`src/rtl/ddr2_cmd_arbiter.sv`:
```
// ddr2_cmd_arbiter
// Owns the DDR2 command/address bus. Sequences power-up init, then shares the
// bus among the auto-refresh, write and read engines. Refresh always wins an
// IDLE decision. Read/write grants stick to the last direction until a streak
// limit is reached while the other direction is also waiting. An engine that
// holds the bus too long is aborted. All pad outputs are registered.
module ddr2_cmd_arbiter #(
    parameter int BA_BITS       = 3,
    parameter int ADDR_BITS     = 13,
    parameter int RW_STREAK_MAX = 8,
    parameter int OP_TIMEOUT    = 1024
) (
    input  logic                 ck,
    input  logic                 rst,
    // init engine
    input  logic                 init_end,
    input  logic [3:0]           init_cmd,
    input  logic [BA_BITS-1:0]   init_ba,
    input  logic [ADDR_BITS-1:0] init_addr,
    // auto-refresh engine
    input  logic                 aref_req,
    input  logic [3:0]           aref_cmd,
    input  logic [ADDR_BITS-1:0] aref_addr,
    input  logic                 aref_end,
    // write engine
    input  logic                 wr_req,
    input  logic [3:0]           wr_cmd,
    input  logic [BA_BITS-1:0]   wr_ba,
    input  logic [ADDR_BITS-1:0] wr_addr,
    input  logic                 wr_end,
    // read engine
    input  logic                 rd_req,
    input  logic [3:0]           rd_cmd,
    input  logic [BA_BITS-1:0]   rd_ba,
    input  logic [ADDR_BITS-1:0] rd_addr,
    input  logic                 rd_end,
    // grants
    output logic                 aref_en,
    output logic                 wr_en,
    output logic                 rd_en,
    // pads
    output logic [3:0]           cmd_out,
    output logic [BA_BITS-1:0]   ba_out,
    output logic [ADDR_BITS-1:0] addr_out,
    // status
    output logic                 busy,
    output logic                 timeout
);

    localparam int STREAK_W = (RW_STREAK_MAX > 0) ? $clog2(RW_STREAK_MAX + 1) : 1;
    localparam int TCNT_W   = (OP_TIMEOUT > 1) ? $clog2(OP_TIMEOUT) : 1;

    localparam logic [STREAK_W-1:0] STREAK_LIMIT = STREAK_W'(RW_STREAK_MAX);
    localparam logic [STREAK_W-1:0] STREAK_FULL  = {STREAK_W{1'b1}};
    localparam logic [TCNT_W-1:0]   TCNT_LAST    = TCNT_W'(OP_TIMEOUT - 1);

    // {cs_n,ras_n,cas_n,we_n} = NOP
    localparam logic [3:0] CMD_NOP = 4'b0111;

    localparam logic DIR_READ  = 1'b0;
    localparam logic DIR_WRITE = 1'b1;

    typedef enum logic [4:0] {
        ST_INIT  = 5'b00001,
        ST_IDLE  = 5'b00010,
        ST_AREF  = 5'b00100,
        ST_WRITE = 5'b01000,
        ST_READ  = 5'b10000
    } state_t;

    state_t                 state;
    logic [STREAK_W-1:0]    streak;
    logic                   last_dir;
    logic [TCNT_W-1:0]      tcnt;

    logic                   streak_hit;
    logic                   grant_write;
    logic                   grant_read;

    logic                   own_end;
    logic [3:0]             own_cmd;
    logic [BA_BITS-1:0]     own_ba;
    logic [ADDR_BITS-1:0]   own_addr;

    // Streak value after granting direction dir: a direction change restarts
    // the run at one, a repeat extends it without wrapping.
    function automatic logic [STREAK_W-1:0] streak_after(
        input logic                dir,
        input logic                cur_dir,
        input logic [STREAK_W-1:0] cur
    );
        if (dir != cur_dir) begin
            return STREAK_W'(1);
        end
        if (cur == STREAK_FULL) begin
            return cur;
        end
        return cur + STREAK_W'(1);
    endfunction

    // Read/write choice for an IDLE decision: a lone requester wins; when both
    // wait, stay on last_dir until the streak limit flips the choice.
    always_comb begin
        streak_hit  = (streak >= STREAK_LIMIT);
        grant_write = wr_req && (!rd_req || ((last_dir == DIR_WRITE) ^ streak_hit));
        grant_read  = rd_req && !grant_write;
    end

    // Select the engine that currently owns the bus; non-owners are invisible.
    always_comb begin
        own_end  = 1'b0;
        own_cmd  = CMD_NOP;
        own_ba   = '0;
        own_addr = '0;
        case (state)
            ST_AREF: begin
                own_end  = aref_end;
                own_cmd  = aref_cmd;
                own_addr = aref_addr;
            end
            ST_WRITE: begin
                own_end  = wr_end;
                own_cmd  = wr_cmd;
                own_ba   = wr_ba;
                own_addr = wr_addr;
            end
            ST_READ: begin
                own_end  = rd_end;
                own_cmd  = rd_cmd;
                own_ba   = rd_ba;
                own_addr = rd_addr;
            end
            default: begin
                own_end  = 1'b0;
            end
        endcase
    end

    // Arbiter FSM with registered grants, pad outputs, streak and timeout state.
    always_ff @(posedge ck) begin
        if (rst) begin
            state    <= ST_INIT;
            aref_en  <= 1'b0;
            wr_en    <= 1'b0;
            rd_en    <= 1'b0;
            timeout  <= 1'b0;
            cmd_out  <= CMD_NOP;
            ba_out   <= '0;
            addr_out <= '0;
            busy     <= 1'b1;
            streak   <= '0;
            last_dir <= DIR_READ;
            tcnt     <= '0;
        end else begin
            aref_en <= 1'b0;
            wr_en   <= 1'b0;
            rd_en   <= 1'b0;
            timeout <= 1'b0;
            case (state)
                ST_INIT: begin
                    cmd_out  <= init_cmd;
                    ba_out   <= init_ba;
                    addr_out <= init_addr;
                    if (init_end) begin
                        state <= ST_IDLE;
                        busy  <= 1'b0;
                    end
                end
                ST_IDLE: begin
                    cmd_out  <= CMD_NOP;
                    ba_out   <= '0;
                    addr_out <= '0;
                    tcnt     <= '0;
                    if (aref_req) begin
                        // refresh leaves the read/write history untouched
                        state   <= ST_AREF;
                        aref_en <= 1'b1;
                        busy    <= 1'b1;
                    end else if (grant_write) begin
                        state    <= ST_WRITE;
                        wr_en    <= 1'b1;
                        busy     <= 1'b1;
                        streak   <= streak_after(DIR_WRITE, last_dir, streak);
                        last_dir <= DIR_WRITE;
                    end else if (grant_read) begin
                        state    <= ST_READ;
                        rd_en    <= 1'b1;
                        busy     <= 1'b1;
                        streak   <= streak_after(DIR_READ, last_dir, streak);
                        last_dir <= DIR_READ;
                    end
                end
                ST_AREF, ST_WRITE, ST_READ: begin
                    if (own_end) begin
                        // the command on the _end cycle still reaches the pads
                        cmd_out  <= own_cmd;
                        ba_out   <= own_ba;
                        addr_out <= own_addr;
                        state    <= ST_IDLE;
                        busy     <= 1'b0;
                    end else if (tcnt == TCNT_LAST) begin
                        cmd_out  <= CMD_NOP;
                        ba_out   <= '0;
                        addr_out <= '0;
                        state    <= ST_IDLE;
                        busy     <= 1'b0;
                        timeout  <= 1'b1;
                    end else begin
                        cmd_out  <= own_cmd;
                        ba_out   <= own_ba;
                        addr_out <= own_addr;
                        tcnt     <= tcnt + TCNT_W'(1);
                    end
                end
                default: begin
                    state    <= ST_INIT;
                    cmd_out  <= CMD_NOP;
                    ba_out   <= '0;
                    addr_out <= '0;
                    busy     <= 1'b1;
                end
            endcase
        end
    end

endmodule
```
`config.mk`:
```
export PLATFORM = sky130hd
export DESIGN_NAME = ddr2_cmd_arbiter
export DESIGN_NICKNAME = d
export VERILOG_FILES = /design/src/rtl/ddr2_cmd_arbiter.sv
export SDC_FILE = /design/constraint.sdc
export NUM_CORES = 1
export LEC_CHECK = 0
export BUFFER_PORTS_ARGS = -buffer_cell sky130_fd_sc_hd__buf_4
export CORE_MARGIN = 2
export CORE_UTILIZATION = 40
export DETAILED_ROUTE_END_ITERATION = 8
export GPL_ROUTABILITY_DRIVEN = 1
export GPL_TIMING_DRIVEN = 0
export HOLD_SLACK_MARGIN = 0.12
export PLACE_DENSITY = 0.7
export REMOVE_ABC_BUFFERS = 1
export SKIP_CTS_REPAIR_TIMING = 1
export SLEW_MARGIN = 10
export SYNTH_ARGS = -nofsm -noshare
export SYNTH_HDL_FRONTEND = slang
export SYNTH_SLANG_ARGS = --single-unit
```
`constraint.sdc`:
```
create_clock -name ck -period 6.52 [get_ports ck]
set_clock_uncertainty 0.1 [all_clocks]
set_input_delay 0.326 -clock ck [delete_from_list [all_inputs] [get_ports ck]]
set_output_delay 0.326 -clock ck [all_outputs]
set_load 0.01 [all_outputs]
```
==> flow_metrics.py <==
metrics = {
    "power_and_ir_drop": {
        "power.net_switching_uw": 299,
        "clkPwrFrac": 0.200,
        "p_int_uw": 550,
        "seqPwrFrac": 0.410,
        "power.leakage_uw": 0.00132,
        "p_sw_frac": 0.352,
        "peakVddDrop_uv": 140,
        "power_density_mw_per_mm2": 260,
        "power_frac_comb": 0.389,
    },
    "synthesis": {
        "ys_seq_area_frac": 0.383,
        "synth_top_cell_area_share": 0.383,
        "yosysTopAreaCell": "dfxtp_1",
        "syn-cell-area_mm2": 0.00235,
        "postSynth.asyncResetShare": 0,
        "synth_top_family_by_area": "simple AND/OR/NAND/NOR gates",
        "synth_seq_cells": 45,
        "synth_cells": 274,
        "yosysMostFrequentCell": "dfxtp_1",
        "yosysWarnings": 0,
        "synth_mux_area_frac": 0.0213,
        "synth_fa_ha_area_frac": 0.0160,
        "synthSimpleGateAreaFrac": 0.267,
        "synthTopCellsByCount": "dfxtp_1, nand2_1, a21oi_1, nand2b_1",
        "synth_area_per_cell_um2": 8.58,
        "synth_compound_area_frac": 0.248,
        "synth-main-ff-cell": "dfxtp_1",
        "synthTopCellsByArea": "dfxtp_1, a222oi_1, a21oi_1",
        "synth_edf_count": 0,
        "synth_xor_xnor_area_share": 0.0112,
        "synth.distinct_cells": 53,
    },
    "route": {
        "route.vias.total": 2482,
        "wl_per_cell_um": 16.0,
        "via_per_inst": 5.57,
        "drc": 0,
        "drt_first_pass_iters": 6,
        "wl_mm": 7.13,
        "drtIter0Drc": 196,
        "antenna_left": 0,
    },
    "clock_network": {
        "clkSinkCount": 45,
        "cts_buffers": 5,
        "clockRootBuffer": "clkbuf_8",
        "clk_latency_ps": 300,
        "cts_tree": "built",
        "cts_max_level": 2,
        "clk_pin_slew_ps": 80,
        "clock_path_buffers": 2,
    },
    "grt": {
        "grt_pass1_vias": 2161,
        "grt_pass1_wl_mm": 10.6,
        "grt_overflow": 0,
        "grt_max_degree": 21,
        "grt_use_total": 0.213,
        "antenna_found_initial": 0,
    },
    "timing": {
        "fin_setup_tns_ps": 0,
        "period_minus_slack_ps": 2750,
        "max_freq_ghz": 0.363,
        "rsz0062_at_grt": "false",
        "setup_slack_ps": 3770,
        "tightest_slew_ps": 1250,
        "drv_slew": 0,
        "final-setup-viol-count": 0,
        "period_share": 0.422,
        "hold_viol": 0,
        "slew_headroom": 0.162,
    },
    "critical_path": {
        "endpoint_kind": "flip-flop",
        "reg2reg_from": "state[4]",
        "r2r_slack_ps": 3770,
        "path_depth": 5,
        "crit_required_ps": 6650,
        "crit_end": "addr_out[4]",
        "reg2reg_depth": 5,
        "rr_endpoint": "addr_out[4]",
        "critical_path.cell_chain": "or3_1, nor3b_2, a222oi_1, nand2b_1, a21oi_1",
        "cp_slowest_cell": "nor3b_2",
        "critPathLaunch": "state[4]",
        "critPathTopFamily": "simple AND/OR/NAND/NOR gates",
        "worstPathArrival_ps": 2890,
        "criticalPathCategory": "reg2reg",
        "cpPeakStageDelay_ps": 1040,
        "crit_fanout": 17,
        "path_buf_inv": 0,
        "start_kind": "flip-flop",
    },
    "placement": {
        "dp_hpwl_mm": 5.24,
        "placed_cell_area_mm2": 0.00317,
        "pre_cts_ws_ps": 3880,
        "io_buffers": 110,
        "gp_congestion": 0.818,
    },
    "die": {
        "dieArea_mm2": 0.00650,
        "core_mm2": 0.00557,
        "die_height_um": 80.6,
        "initial_core_util": 0.422,
        "pin_count": 111,
        "num_rows": 27,
        "die_w_um": 80.6,
    },
    "job": {
        "maxCapViolations": 0,
    },
    "finish": {
        "n_antenna_cell": 0,
        "final_area_mm2": 0.00326,
        "finish.utilization": 0.584,
        "drive_gt1_frac": 0.340,
        "final_net_count": 462,
        "area_growth_pct": 38.6,
    },
    "min_path": {
        "hold_path.class": "in2reg",
    },
    "run_status": {
        "status": "finished clean",
    },
}
placed cells by master, fill, tap and decap left out, drive strengths merged, types with 7 or more instances in the layout:
cell type	count
nor2	11
clkbuf	8
nand2	29
nand3	14
nand2b	16
buf	110
a22oi	10
a21oi	24
a222oi	14
nor3	7
dfxtp	45
power by group through the flow:
stage,sequential (µW),clock [µW],combinational [µW]
after global routing,356,186,364
after detailed placement,354,0,326
after CTS,348,172,327
final,348,170,330
after global placement,354,0,323
after floorplan,370,0,159
through the flow:
stage | cells | hold WS (ps) | total power [µW]
6_report | 446 | 155 | 848
5_1_grt | 446 | 154 | 905
4_1_cts | 446 | 154 | 848
3_5_place_dp | 438 | 366 | 680
3_3_place_gp | 438 | 348 | 676
2_1_floorplan | 256 | 295 | 529
registers in the layout, summed over array words and instances (netlist names):
name	cells
tcnt	10
ba_out	3
rd_en	1
last_dir	1
busy	1
addr_out	13
streak	4
cmd_out	4
aref_en	1
state	5
wr_en	1
timeout	1
routing by layer:
layer | share of wire | up-vias | global-route usage
li1 | - | 1229 | -
met1 | 0.42 | 1175 | 0.285
met2 | 0.51 | 70 | 0.341
met3 | 0.058 | 8 | 0.0528
met4 | 0.010 | 0 | 0.0576
met5 | 0 | - | 0
worst min path at each step:
stage               cells after the start       from          to
global placement                        2    tcnt[9]     tcnt[9]
finish                                  3  rd_cmd[0]  cmd_out[0]
global route                            3  wr_cmd[1]  cmd_out[1]
CTS                                     3  wr_cmd[0]  cmd_out[0]
detailed placement                      2    tcnt[9]     tcnt[9]
floorplan                               1        rst     tcnt[0]
cell type report:
type / instances / area (µm²)
clock buffers: 8 / 80.1
fillers: 530 / 2320
inverters: 7 / 26.3
multi-input cells: 204 / 1330
flip-flops and latches: 45 / 901
well taps: 72 / 90.1
repair buffers: 110 / 826
worst register-to-register path, cell delays in order (launching register included):
cell and delay (ps):
dfxtp_1 360, or3_1 490, nor3b_2 1040, a222oi_1 320, nand2b_1 210, a21oi_1 160
cells by family after synthesis:
group                    count (synthesis)
buffers and inverters                   25
flip-flops                              45
AND/OR/NAND/NOR                        116
adder cells (fa/ha/maj)                  3
XOR/XNOR                                 3
multiplexers                             5
AO/OA/AOI/OAI                           77
Power figures use the tool's default switching activity.
